## src/rtl/acc_seq_pkg.sv

```systemverilog
// Shared types and arithmetic helpers for the dense-layer accumulation sequencer.
// Holds the FSM state encoding, default data widths and the saturating narrow.
package acc_seq_pkg;

    localparam int DEF_DATA_W = 16;
    localparam int DEF_ACC_W  = DEF_DATA_W + 8;

    typedef enum logic [1:0] {
        IDLE   = 2'd0,
        ACCUM  = 2'd1,
        OUTPUT = 2'd2,
        DONE   = 2'd3
    } state_t;

    // Clamp a full-width sum into the signed DATA_W output range; no rounding or shift.
    function automatic logic signed [DEF_DATA_W-1:0] sat_to_data(input logic signed [DEF_ACC_W-1:0] v);
        logic signed [DEF_ACC_W-1:0] hi;
        logic signed [DEF_ACC_W-1:0] lo;
        hi = {{(DEF_ACC_W-DEF_DATA_W+1){1'b0}}, {(DEF_DATA_W-1){1'b1}}};
        lo = ~hi;
        if (v > hi)
            sat_to_data = {1'b0, {(DEF_DATA_W-1){1'b1}}};
        else if (v < lo)
            sat_to_data = {1'b1, {(DEF_DATA_W-1){1'b0}}};
        else
            sat_to_data = v[DEF_DATA_W-1:0];
    endfunction

endpackage

```

## src/rtl/sat_accumulator.sv

```systemverilog
// Full-width signed accumulator with synchronous clear; sum_sat is the saturated value
// of (acc + in_data), so the caller can capture a result that includes the current term.
module sat_accumulator
    import acc_seq_pkg::*;
#(
    parameter int DATA_W = DEF_DATA_W,
    parameter int ACC_W  = DEF_ACC_W
) (
    input  logic                     clk,
    input  logic                     rst_n,
    input  logic                     clear,
    input  logic                     enable,
    input  logic signed [DATA_W-1:0] in_data,
    output logic signed [DATA_W-1:0] sum_sat
);

    logic signed [ACC_W-1:0] acc;
    logic signed [ACC_W-1:0] sum;

    assign sum     = acc + {{(ACC_W-DATA_W){in_data[DATA_W-1]}}, in_data};
    assign sum_sat = sat_to_data(sum);

    always_ff @(posedge clk) begin
        if (!rst_n)
            acc <= '0;
        else if (clear)
            acc <= '0;
        else if (enable)
            acc <= sum;
    end

endmodule

```

## src/rtl/acc_sequencer.sv

```systemverilog
// Sequences N_OUT dot products of N_TERMS signed terms each, presenting one saturated
// result per neuron over valid/ready; in_ready/out_valid are pure registered-state decodes.
module acc_sequencer
    import acc_seq_pkg::*;
#(
    parameter int DATA_W  = DEF_DATA_W,
    parameter int N_TERMS = 136,
    parameter int N_OUT   = 16,
    parameter int ACC_W   = DATA_W + 8,
    parameter int TIDX_W  = 8,
    parameter int OIDX_W  = 4
) (
    input  logic                     clk,
    input  logic                     rst_n,
    input  logic                     start,
    input  logic                     abort,
    input  logic                     in_valid,
    input  logic signed [DATA_W-1:0] in_data,
    output logic                     in_ready,
    output logic [TIDX_W-1:0]        term_idx,
    output logic [OIDX_W-1:0]        out_idx,
    output logic                     out_valid,
    output logic [DATA_W-1:0]        out_data,
    input  logic                     out_ready,
    output logic                     busy,
    output logic                     done
);

    state_t state;
    state_t state_nxt;

    logic beat;
    logic last_beat;
    logic last_out;
    logic acc_clr;
    logic acc_en;
    logic signed [DATA_W-1:0] sum_sat;

    assign in_ready  = (state == ACCUM);
    assign out_valid = (state == OUTPUT);
    assign busy      = (state != IDLE);
    assign done      = (state == DONE);

    assign beat      = in_valid && in_ready;
    assign last_beat = beat && (term_idx == TIDX_W'(N_TERMS-1));
    assign last_out  = (out_idx == OIDX_W'(N_OUT-1));

    always_ff @(posedge clk) begin
        if (!rst_n)
            state <= IDLE;
        else
            state <= state_nxt;
    end

    always_comb begin
        state_nxt = state;
        acc_clr   = 1'b0;
        acc_en    = 1'b0;
        if (abort) begin
            state_nxt = IDLE;
            acc_clr   = 1'b1;
        end else begin
            case (state)
                IDLE: begin
                    if (start) begin
                        state_nxt = ACCUM;
                        acc_clr   = 1'b1;
                    end
                end
                ACCUM: begin
                    if (beat) begin
                        acc_en = 1'b1;
                        if (last_beat)
                            state_nxt = OUTPUT;
                    end
                end
                OUTPUT: begin
                    if (out_ready) begin
                        if (last_out) begin
                            state_nxt = DONE;
                        end else begin
                            state_nxt = ACCUM;
                            acc_clr   = 1'b1;
                        end
                    end
                end
                DONE: state_nxt = IDLE;
                default: state_nxt = IDLE;
            endcase
        end
    end

    // Counters and the result register; out_idx deliberately sticks at N_OUT-1 after a pass.
    always_ff @(posedge clk) begin
        if (!rst_n || abort) begin
            term_idx <= '0;
            out_idx  <= '0;
            out_data <= '0;
        end else begin
            case (state)
                IDLE: begin
                    if (start) begin
                        term_idx <= '0;
                        out_idx  <= '0;
                    end
                end
                ACCUM: begin
                    if (beat) begin
                        term_idx <= last_beat ? '0 : term_idx + TIDX_W'(1);
                        if (last_beat)
                            out_data <= sum_sat;
                    end
                end
                OUTPUT: begin
                    if (out_ready && !last_out)
                        out_idx <= out_idx + OIDX_W'(1);
                end
                default: ;
            endcase
        end
    end

    sat_accumulator #(
        .DATA_W (DATA_W),
        .ACC_W  (ACC_W)
    ) u_acc (
        .clk     (clk),
        .rst_n   (rst_n),
        .clear   (acc_clr),
        .enable  (acc_en),
        .in_data (in_data),
        .sum_sat (sum_sat)
    );

endmodule

```

## config.mk

```make
export PLATFORM = sky130hd
export DESIGN_NAME = acc_sequencer
export DESIGN_NICKNAME = d
export VERILOG_FILES = /design/src/rtl/acc_seq_pkg.sv /design/src/rtl/sat_accumulator.sv /design/src/rtl/acc_sequencer.sv
export SDC_FILE = /design/constraint.sdc
export NUM_CORES = 1
export LEC_CHECK = 0
export CAP_MARGIN = 10
export CORE_MARGIN = 3
export CORE_UTILIZATION = 60
export CTS_BUF_LIST = sky130_fd_sc_hd__clkbuf_8
export DETAILED_ROUTE_END_ITERATION = 8
export GPL_ROUTABILITY_DRIVEN = 0
export PLACE_DENSITY_LB_ADDON = 0.05
export SETUP_SLACK_MARGIN = 0.3
export SLEW_MARGIN = 20
export SYNTH_ARGS = -nofsm -noshare
export SYNTH_HDL_FRONTEND = slang
export SYNTH_HIERARCHICAL = 1
export SYNTH_SLANG_ARGS = --single-unit
export TNS_END_PERCENT = 10
```

## constraint.sdc

```tcl
create_clock -name clk -period 9.1 [get_ports clk]
set_input_delay 1.365 -clock clk [delete_from_list [all_inputs] [get_ports clk]]
set_output_delay 1.365 -clock clk [all_outputs]
set_load 0.01 [all_outputs]
```

## Word-level counts from Yosys, hierarchy flattened

Cells that the tools add are included.

| word-level totals | value |
|---|---|
| flip-flop bits (word level) | 54 |

| cells by class | value |
|---|---|
| magnitude comparators | 2 |
| eq/ne operators | 10 |
| reduce and logical (&&, ||, !) cells | 16 |
| multiplexer cells | 23 |
| add/sub/neg operators | 3 |
| bitwise gates (word level) | 1 |

Operators with widths:

| kind | count |
|---|---|
| $mux W16 | 2 |
| $add A24 B24 Y24 | 1 |
| $gt A24 B16 Y1 const B | 1 |
| $lt A24 B16 Y1 const B | 1 |
| $mux W8 | 3 |
| $pmux W8 S2 | 1 |
| $mux W2 | 5 |
| $reduce_and A3 Y1 | 3 |
| $add A8 B1 Y8 const B | 1 |
| $eq A8 B8 Y1 const B | 1 |
| $mux W4 | 2 |
| $ne A2 B1 Y1 const B | 4 |
| $pmux W2 S4 | 1 |
| $pmux W4 S2 | 1 |
| $mux W1 | 7 |
| $reduce_bool A2 Y1 | 3 |
| $add A4 B1 Y4 const B | 1 |
| $eq A2 B2 Y1 const B | 2 |
| $eq A4 B4 Y1 const B | 1 |
| $reduce_and A4 Y1 | 1 |
| $reduce_or A2 Y1 | 2 |
| $logic_and A1 B1 Y1 | 3 |
| $eq A2 B1 Y1 const B | 1 |
| $logic_not A1 Y1 | 2 |
| other kinds (5) | 5 |

## Depth between registers and ports, before layout

Gate-level depths: netlist of the first run.

| depth | value |
|---|---|
| depth in word-level cells | 6 |
| mapped depth | 13 |
| mapped depth without buffers | 12 |

## Hierarchy

The synthesis of the first run kept the hierarchy.

By module, submodules not included:

| module | area an instance (um^2) | times used | cells each | seq. area each (um^2) |
|---|---|---|---|---|
| sat_accumulator | 2373.5 | 1 | 290 | 480.5 |
| acc_sequencer | 1393.8 | 1 | 167 | 600.6 |

## Least setup slack after synthesis of the first run

No wires, ideal clock.

| timing | value |
|---|---|
| kind | input-to-reg |
| start point | input port in_data[0] |
| end point | register out_data[6] |
| setup time | 0.132 ns |
| arrival | 3.990 ns |
| required time | 8.968 ns |
| stages | 13 |
| path slack | 4.977 ns |
| cells stage by stage | ha_1 -> fa_1 -> a211oi_1 -> o211ai_1 -> a22oi_1 -> nand2_1 -> xor2_1 -> or4_4 -> o41ai_4 -> buf_6 -> o21ai_1 -> nand2_1 -> a21oi_1 |

| on the way | value |
|---|---|
| longest elaborated chain between the ends | 4 |
| elaborated cells between the ends (all ways) | 5 |
| classes of those cells | add/sub (1); order compare (2); mux (2) |

Ends and longest elaborated chain:

| element | RTL line | source |
|---|---|---|
| start, declared | acc_sequencer.sv:18 | `input logic signed [DATA_W-1:0] in_data,` |
| $add A24 B24 Y24 (*) | sat_accumulator.sv:20 | `assign sum = acc + {{(ACC_W-DATA_W){in_data[DATA_W-1]}}, in_data};` |
| $lt A24 B16 Y1 | acc_seq_pkg.sv:23 | `else if (v < lo)` |
| $mux W16 | acc_seq_pkg.sv:23 |  |
| $mux W16 (*) | acc_seq_pkg.sv:21 | `if (v > hi)` |
| named net sum_sat[6] | acc_sequencer.sv:37 | `logic signed [DATA_W-1:0] sum_sat;` |
| end signal, assigned | acc_sequencer.sv:111 | `out_data <= sum_sat;` |
| end, declared | acc_sequencer.sv:23 | `output logic [DATA_W-1:0] out_data,` |

The timed path passes the listed nets; every way through them passes the cells marked *.
A chain may end at the register's enable or synchronous reset.

## Worst setup path after layout of the first run

| timing | value |
|---|---|
| start point | input port in_data[0] |
| end point | register out_data[3] |

The elaborated chain is that of the path after synthesis.

==> results.toml, run 1 <==
[detailed_routing]
drc = 0
drt-pass1-iter-count = 4
vias = 3404
final_antenna_net_count = 0
totalWireLength_microns = 9020
drtIter0Drc = 153
vias_per_cell = 5.96
wl_per_cell_microns = 15.8

[timing]
hold_viol_final = 0
finalWorstSetupSlack_ns = 4.14
post-route-period-util_pct = 54.5
max_slew_margin_pct = 28.9
tightestPinTransition_ns = 1.07
final.min_clock_period_ns = 4.96
rsz0062_at_grt = "false"
final.setup.tns_ns = 0
setup_violations = 0
max_freq_mhz = 202
slew_violations = 0
whs_ns = 0.462
clock_skew_ns = 0.00868

[final_layout]
postLayoutCellArea_sq_um = 4410
nFillCells = 505
n_antenna_cell = 0
layout-drive-gt1-share_pct = 8.47
fin_nets = 543
syn_to_final_growth_pct = 16.9
stdcell_count = 571
final_util_pct = 73.5

[logic_synthesis]
ys_seq_elements = 54
avgSynthCellArea_sq_um = 8.24
syn_area_sq_um = 3770
synth_common_cells = "dfxtp_1, nand2_1, a21oi_1, nor2_1, ha_1"
synth_area_leaders = "dfxtp_1, ha_1, a21oi_1, nand2_1, mux2i_1"
ys_types = 67
yosys_warnings = 6
yosys_most_used_dff = "dfxtp_1"
synthArstFlopShare_pct = 0
yosysTopAreaCellShare_pct = 28.7
synth_nets = 505
synth_top_area_cell = "dfxtp_1"
syn_inst = 457
yosysSeqAreaShare_pct = 28.7
synth-edff-count = 0

[global_route]
antenna_found_initial = 0
grt_max_degree = 28
globalRouteOverflowTotal = 0
grt_pass1_wl_microns = 15600
grt_pass1_vias = 3445
grt_use_total_pct = 25.7

[place]
io_buffers = 53
place_ws_ns = 3.78
place_hpwl_microns = 6690
dp.cells = 563
dpl-instance-area_sq_um = 4290

[clock_network]
holdBufCountCts = 0
cts_sinks = 54
post_cts_resized = 0
cts_root_buffer = "clkbuf_8"
cts.htree.levels = 2
cts_buffer_depth = 2
cts_setup_buffers = 0
path_clk_slew_ns = 0.11
cts_buffers = 5
cts_tree = "done"
clk_latency_ns = 0.32

[critical_path]
worst-path-buf-inv = 1
cp_slowest_stage_delay_ns = 0.69
crit_chain = "clkdlybuf4s50_1, ha_1, fa_1, a211oi_1, o21ai_0, a22oi_1, a21oi_1, xnor2_1, or2b_2, o41ai_4, o21ai_0, nand2_1, a21oi_1"
endpoint_kind = "flop"
path_max_fanout = 15
critPathSlowestCell = "o41ai_4"
start_kind = "input pin"
worstSetupPathType = "in -> reg"
arrival_ns = 5.14
critical-path-top-delay-family = "compound AO/OA/AOI/OAI gates"
cp.required_ns = 9.28

[die]
fp.coreArea_sq_um = 5990
start_util_pct = 62.9
die_x_microns = 85.2
die_area_sq_um = 7270
ios = 54
num_rows = 28
die_h_microns = 85.2

[job]
max-cap-violations = 0

[power]
power_leakage_nw = 1.59
p_per_area_nw_per_um2 = 108
totalPowerFinal_mw = 0.475
irDropWorstVdd_uv = 74.5

[outcome]
status = "finished clean"

[hold_path]
min_path_type = "reg -> reg"
==> sequential cells by signal (all words and copies together) (netlist names) <==
register and flops:
term_idx 8, out_data 16, state 2, out_idx 4
u_acc/acc 24
==> cells in the final DEF (no fill, tap or decap), types with 4 or more instances in the layout <==
cell,count
a211oi_1,10
a21o_1,7
a21oi_1,45
clkbuf_8,5
clkdlybuf4s50_1,53
dfxtp_1,54
ha_1,25
inv_1,24
mux2_2,4
mux2i_1,19
nand2_1,54
nand2b_1,4
nand3_1,5
nand4_1,5
nor2_1,33
nor2b_1,13
nor3_1,6
o211ai_1,5
o21ai_0,20
o21ai_1,7
o21ai_2,4
xnor2_1,20
xor2_1,10
==> area by class of cell <==
cell class / count / area [sq um] / share of cell area, %
Inverter: 25 / 93.8 / 2.13
Multi-Input combinational cell: 355 / 2480 / 56.3
Timing Repair Buffer: 54 / 538 / 12.2
Tap cell: 75 / 93.8 / 2.13
Clock inverter: 3 / 48.8 / 1.11
Clock buffer: 5 / 68.8 / 1.56
Sequential cell: 54 / 1080 / 24.5
==> power breakdown <==
part	internal, mW	switching, mW
combinational	0.0263	0.0374
clock	0.0840	0.0897
sequential	0.237	0.00113
total	0.347	0.128
==> per-layer routing <==
metal | track usage [%] | part of all wire (%)
met5 | 0 | 0
met4 | 9.35 | 1.6
met3 | 3.98 | 4.8
met2 | 44.7 | 49
met1 | 31.8 | 44
==> final timing paths <==
| check | start | end | slack [ns] | cells after the start |
|---|---|---|---|---|
| worst min-delay path | out_data[11] | out_data[11] | 0.46 | 2 |
| worst max register to register | u_acc/acc[0] | out_data[3] | 5.28 | 12 |
| worst min register to register | out_data[11] | out_data[11] | 0.46 | 2 |
| worst max-delay path | in_data[0] | out_data[3] | 4.14 | 13 |
==> worst reg2reg max path, delay by kind of cell (launching register included) <==
kind	cells	cell delay, ns
AO/OA/AOI/OAI	7	1.95
adder cells (fa/ha/maj)	2	0.67
AND/OR/NAND/NOR	2	0.47
flip-flops	1	0.33
XOR/XNOR	1	0.25
==> cell families (layout without fill, tap and decap cells) <==
kind of cell             Yosys count  after routing  share of synthesized area [%]
adder cells (fa/ha/maj)           26             26                           8.83
AO/OA/AOI/OAI                    129            129                           23.1
XOR/XNOR                          30             30                           6.97
buffers and inverters             48             87                           5.51
AND/OR/NAND/NOR                  146            146                           20.0
flip-flops                        54             54                           28.7
multiplexers                      24             24                           6.84
No activity file was read; power rests on OpenSTA's default activity.
==> run 2, diff against run 1 <==
--- a/config.mk
+++ b/config.mk
@@ -7,7 +7,7 @@
 export LEC_CHECK = 0
 export CAP_MARGIN = 10
 export CORE_MARGIN = 3
-export CORE_UTILIZATION = 60
+export CORE_UTILIZATION = 51
 export CTS_BUF_LIST = sky130_fd_sc_hd__clkbuf_8
 export DETAILED_ROUTE_END_ITERATION = 8
 export GPL_ROUTABILITY_DRIVEN = 0
==> constraint.sdc (replaced) <==
create_clock -name clk -period 4.55 [get_ports clk]
set_input_delay 0.6825 -clock clk [delete_from_list [all_inputs] [get_ports clk]]
set_output_delay 0.6825 -clock clk [all_outputs]
set_load 0.01 [all_outputs]
==> run 2 against run 1 <==
Sequential share of layout area fell by 0.34 points. Worst setup slack got worse by 3.6 ns. Non-clock buffer count rose by 6. Die area rose by 16%. Critical path type unchanged. Critical endpoint is now out_data[9]. Largest cell class unchanged.
==> results.toml, run 2 (synthesis gave the netlist of run 1 again) <==
[detailed_routing]
drc = 0
vias = 3404
final_antenna_net_count = 0
wl_per_cell_microns = 14.8
drt-pass1-iter-count = 5
totalWireLength_microns = 8840
drtIter0Drc = 193
vias_per_cell = 5.70

[power]
power_leakage_nw = 1.62
p_per_area_nw_per_um2 = 207
irDropWorstVdd_uv = 165

[global_route]
globalRouteOverflowTotal = 0
grt_max_degree = 28
antenna_found_initial = 0
grt_pass1_vias = 3248
grt_pass1_wl_microns = 15300
grt_use_total_pct = 21.8

[timing]
hold_viol_final = 0
clock_skew_ns = 0.00652
whs_ns = 0.460
post-route-period-util_pct = 88.3
final.min_clock_period_ns = 4.02
slew_violations = 0
max_slew_margin_pct = 29.9
finalWorstSetupSlack_ns = 0.532
final.setup.tns_ns = 0
max_freq_mhz = 249
tightestPinTransition_ns = 1.05
setup_violations = 0
rsz0062_at_grt = "false"

[die]
die_h_microns = 91.9
start_util_pct = 54.0
die_area_sq_um = 8450
die_x_microns = 91.9
ios = 54
fp.coreArea_sq_um = 6980
num_rows = 30

[clock_network]
holdBufCountCts = 0
cts_buffer_depth = 2
cts_sinks = 54
cts_tree = "done"
cts_root_buffer = "clkbuf_8"
clk_latency_ns = 0.30
cts_setup_buffers = 0
cts_buffers = 5
cts.htree.levels = 2
path_clk_slew_ns = 0.10
post_cts_resized = 0

[place]
dp.cells = 590
place_hpwl_microns = 6830
io_buffers = 53
place_ws_ns = 0.182

[final_layout]
layout-drive-gt1-share_pct = 9.38
largest_reg_flops = 24
syn_to_final_growth_pct = 18.6
reg_top3 = "u_acc/acc: 24 flops, out_data: 16 flops, term_idx: 8 flops"
final_util_pct = 64.0
n_antenna_cell = 0
final_cell_mix = "nand2_1, dfxtp_1, clkdlybuf4s50_1"
nFillCells = 674
largest-register = "u_acc/acc"
fin_nets = 549
stdcell_count = 597

[critical_path]
arrival_ns = 4.18
crit_chain = "clkdlybuf4s50_1, ha_1, nand2_1, or4_1, o221ai_1, xor2_1, or2b_2, o41ai_4, buf_4, o21ai_1, nand2_1, a21oi_1"
worstSetupPathType = "in -> reg"
crit_top_cell = "nand2_1"
path_max_fanout = 9
start_kind = "input pin"
cp.required_ns = 4.71
critPathSlowestCell = "clkdlybuf4s50_1"
cp_slowest_stage_delay_ns = 0.56
endpoint_kind = "flop"

[hold_path]
min_path_type = "reg -> reg"

[outcome]
status = "finished clean"

[job]
max-cap-violations = 0
## run 2: cell types whose count changed in the layout (fill, tap and decap cells not counted)
cell,previous run,this run
clkinvlp_4,1,0
buf_4,1,7
inv_8,1,0
clkinv_4,0,1
## run 2: stage by stage
| step | power (mW) | instance area, sq um |
|---|---|---|
| 2_1_floorplan | 0.570 | 3770 |
| 3_3_place_gp | 0.614 | 4360 |
| 3_5_place_dp | 0.616 | 4360 |
| 4_1_cts | 0.938 | 4470 |
| 5_1_grt | 0.972 | 4470 |
| 6_report | 0.926 | 4470 |
## run 2: path summary, 6_finish.rpt
check / from / endpoint / slack [ns] / cells past startpoint
setup / recovery: in_data[15] / out_data[9] / 0.53 / 12
setup reg to reg: u_acc/acc[0] / out_data[9] / 1.03 / 13
hold / removal: out_data[13] / out_data[13] / 0.46 / 2
hold reg to reg: out_data[13] / out_data[13] / 0.46 / 2
## run 2: where the power goes
group          internal, mW  switching, mW
logic                0.0557         0.0741
registers             0.474        0.00221
clock network         0.162          0.158
total                 0.691          0.234
## run 2: metal layers
metal  vias up  part of all wire (%)  routed length (microns)  GRT usage, %
met4         0                   1.3                      116          5.69
met2        83                    45                     3990          33.8
met3        11                   4.6                      408          3.69
met1      1594                    49                     4330          31.4
met5         -                     0                        0             0
li1       1716                     -                        -             -
## run 2: critical path, delay by kind of cell
family          cells  cell delay (ns)
compound gates      4             0.89
xor+xnor            1             0.17
fa+ha+maj           1             0.48
buf+inv             2             0.81
simple gates        4             1.14
## run 2: area by class of cell
| cell class | count | area (sq um) | area share (%) |
|---|---|---|---|
| inverter | 25 | 93.8 | 2.10 |
| sequential | 54 | 1080 | 24.2 |
| multi-input combinational | 355 | 2480 | 55.5 |
| clock buffer | 5 | 68.8 | 1.54 |
| timing repair buffer | 60 | 583 | 13.1 |
| tap | 96 | 120 | 2.69 |
| clock inverter | 2 | 38.8 | 0.868 |
==> run 3, diff against run 2 <==
--- a/config.mk
+++ b/config.mk
@@ -5,9 +5,10 @@
 export SDC_FILE = /design/constraint.sdc
 export NUM_CORES = 1
 export LEC_CHECK = 0
+export ABC_CLOCK_PERIOD_IN_PS = 3900
 export CAP_MARGIN = 10
-export CORE_MARGIN = 3
-export CORE_UTILIZATION = 51
+export CORE_MARGIN = 2
+export CORE_UTILIZATION = 57
 export CTS_BUF_LIST = sky130_fd_sc_hd__clkbuf_8
 export DETAILED_ROUTE_END_ITERATION = 8
 export GPL_ROUTABILITY_DRIVEN = 0
==> constraint.sdc (replaced) <==
create_clock -name clk -period 3.9 [get_ports clk]
set_input_delay 0.585 -clock clk [delete_from_list [all_inputs] [get_ports clk]]
set_output_delay 0.585 -clock clk [all_outputs]
set_load 0.01 [all_outputs]
==> run 3 against run 2 <==
Cell count grew 2.0%. Final area increased by 11%. Sequential power grew 17%. Wire length rose by 14%. Sequential cell count unchanged. Critical path depth up 4.
==> results.toml, run 3 (synthesis gave the netlist of run 1 again) <==
[outcome]
status = "finished clean"

[clock_network]
cts_tree = "done"
cts_buffers = 5
clk_latency_ns = 0.32
cts_buffer_depth = 2
cts_root_buffer = "clkbuf_8"
path_clk_slew_ns = 0.10
holdBufCountCts = 0
cts.htree.levels = 2
cts_sinks = 54

[detailed_routing]
totalWireLength_microns = 10100
drtIter0Drc = 160
wl_per_cell_microns = 16.5
final_antenna_net_count = 0
vias = 3584
vias_per_cell = 5.89
drt-pass1-iter-count = 4
drc = 0

[final_layout]
n_antenna_cell = 0
largest_reg_flops = 24
final_cell_mix = "nand2_1, dfxtp_1, clkdlybuf4s50_1"
layout-drive-gt1-share_pct = 22.0
final_util_pct = 77.8
syn_to_final_growth_pct = 31.8
largest-register = "u_acc/acc"
fin_nets = 580
reg_top3 = "u_acc/acc: 24 flops, out_data: 16 flops, term_idx: 8 flops"

[die]
die_x_microns = 85.3
fp.coreArea_sq_um = 6390
die_h_microns = 85.3
num_rows = 29
die_area_sq_um = 7280
ios = 54
start_util_pct = 59.0

[critical_path]
crit_chain = "buf_6, ha_4, fa_2, a211oi_2, o211ai_1, buf_4, a22oi_2, a31oi_1, xor2_1, or4_4, o41ai_4, buf_4, clkbuf_16, o21ai_1, nand2_1, a21oi_1"
endpoint_kind = "flop"
start_kind = "input pin"
path_max_fanout = 7
cp_slowest_stage_delay_ns = 0.57
cp.required_ns = 4.07
critPathSlowestCell = "or4_4"
worstSetupPathType = "in -> reg"
arrival_ns = 3.80
crit_top_cell = "buf_4"

[power]
irDropWorstVdd_uv = 172
p_per_area_nw_per_um2 = 228
power_leakage_nw = 1.84

[job]
max-cap-violations = 0

[timing]
post-route-period-util_pct = 92.9
final.setup.tns_ns = 0
clock_skew_ns = 0.00294
slew_violations = 0
setup_violations = 0
hold_viol_final = 0
final.min_clock_period_ns = 3.62
tightestPinTransition_ns = 0.919
rsz0062_at_grt = "true"
max_slew_margin_pct = 38.8
max_freq_mhz = 276

[place]
io_buffers = 53
place_hpwl_microns = 6950

[global_route]
globalRouteOverflowTotal = 0
grt_pass1_wl_microns = 16200
grt_use_total_pct = 27.1
antenna_found_initial = 0
grt_max_degree = 25
grt_pass1_vias = 3529

[hold_path]
min_path_type = "reg -> reg"
[run 3: cell count changes in the layout (fill, tap and decap cells not counted), sizes merged]
cell           delta
clkbuf            +1
buf              +31
dlymetal6s2s      +5
clkdlybuf4s50     -6
[run 3: per-stage QoR]
| step | hold slack (ns) | area (sq um) | setup slack (ns) | instances | power [mW] |
|---|---|---|---|---|---|
| 6_report | 0.464 | 4970 | 0.277 | 609 | 1.13 |
| 4_1_cts | 0.468 | 4640 | 0.293 | 601 | 1.11 |
| 2_1_floorplan | 0.460 | 3770 | 0.557 | 457 | 0.665 |
| 3_3_place_gp | 0.439 | 4520 | -0.156 | 594 | 0.731 |
| 5_1_grt | 0.498 | 4970 | 0.187 | 609 | 1.18 |
| 3_5_place_dp | 0.449 | 4520 | -0.265 | 594 | 0.733 |
[run 3: cell type report]
class | instances | area, sq um
well taps | 77 | 96.3
fillers | 469 | 1420
clock inverters | 2 | 38.8
multi-input cells | 355 | 2730
flip-flops and latches | 54 | 1080
repair buffers | 91 | 860
clock buffers | 5 | 68.8
inverters | 25 | 93.8
[run 3: timing repair]
item | in CTS | in global routing
buffers inserted | 0 | 7
resized for setup | 3 | 55
cloned | 0 | 1
pin swaps | 0 | 23
endpoints found under the setup margin | 15 | 15
[run 3: power breakdown]
part	switching (mW)	internal (mW)	total (mW)	leakage (nW)
clock network	0.200	0.189	0.389	0.0542
registers	0.00278	0.552	0.555	0.436
logic	0.101	0.0886	0.190	1.35
[run 3: critical path, delay by kind of cell]
kind	cells	cell delay [ns]
adders and majority gates	2	0.57
AOI/OAI and AO/OA	7	1.19
xor gates and xnor gates	1	0.20
buffers and inverters	4	0.59
and+or+nand+nor	2	0.64
[run 3: layer usage]
layer	wire length, microns	share of wire, %	track usage (%)
met5	0	0	0
met4	312	3.1	9.67
met3	447	4.4	5.45
met2	4900	49	46.2
met1	4400	44	34.0
[run 3: worst paths after layout]
check / startpoint / endpoint / slack [ns] / depth (start not counted)
max: in_data[0] / out_data[12] / 0.28 / 16
min: out_data[14] / out_data[14] / 0.46 / 2
max reg2reg: u_acc/acc[0] / out_data[12] / 0.28 / 15
min reg2reg: out_data[14] / out_data[14] / 0.46 / 2
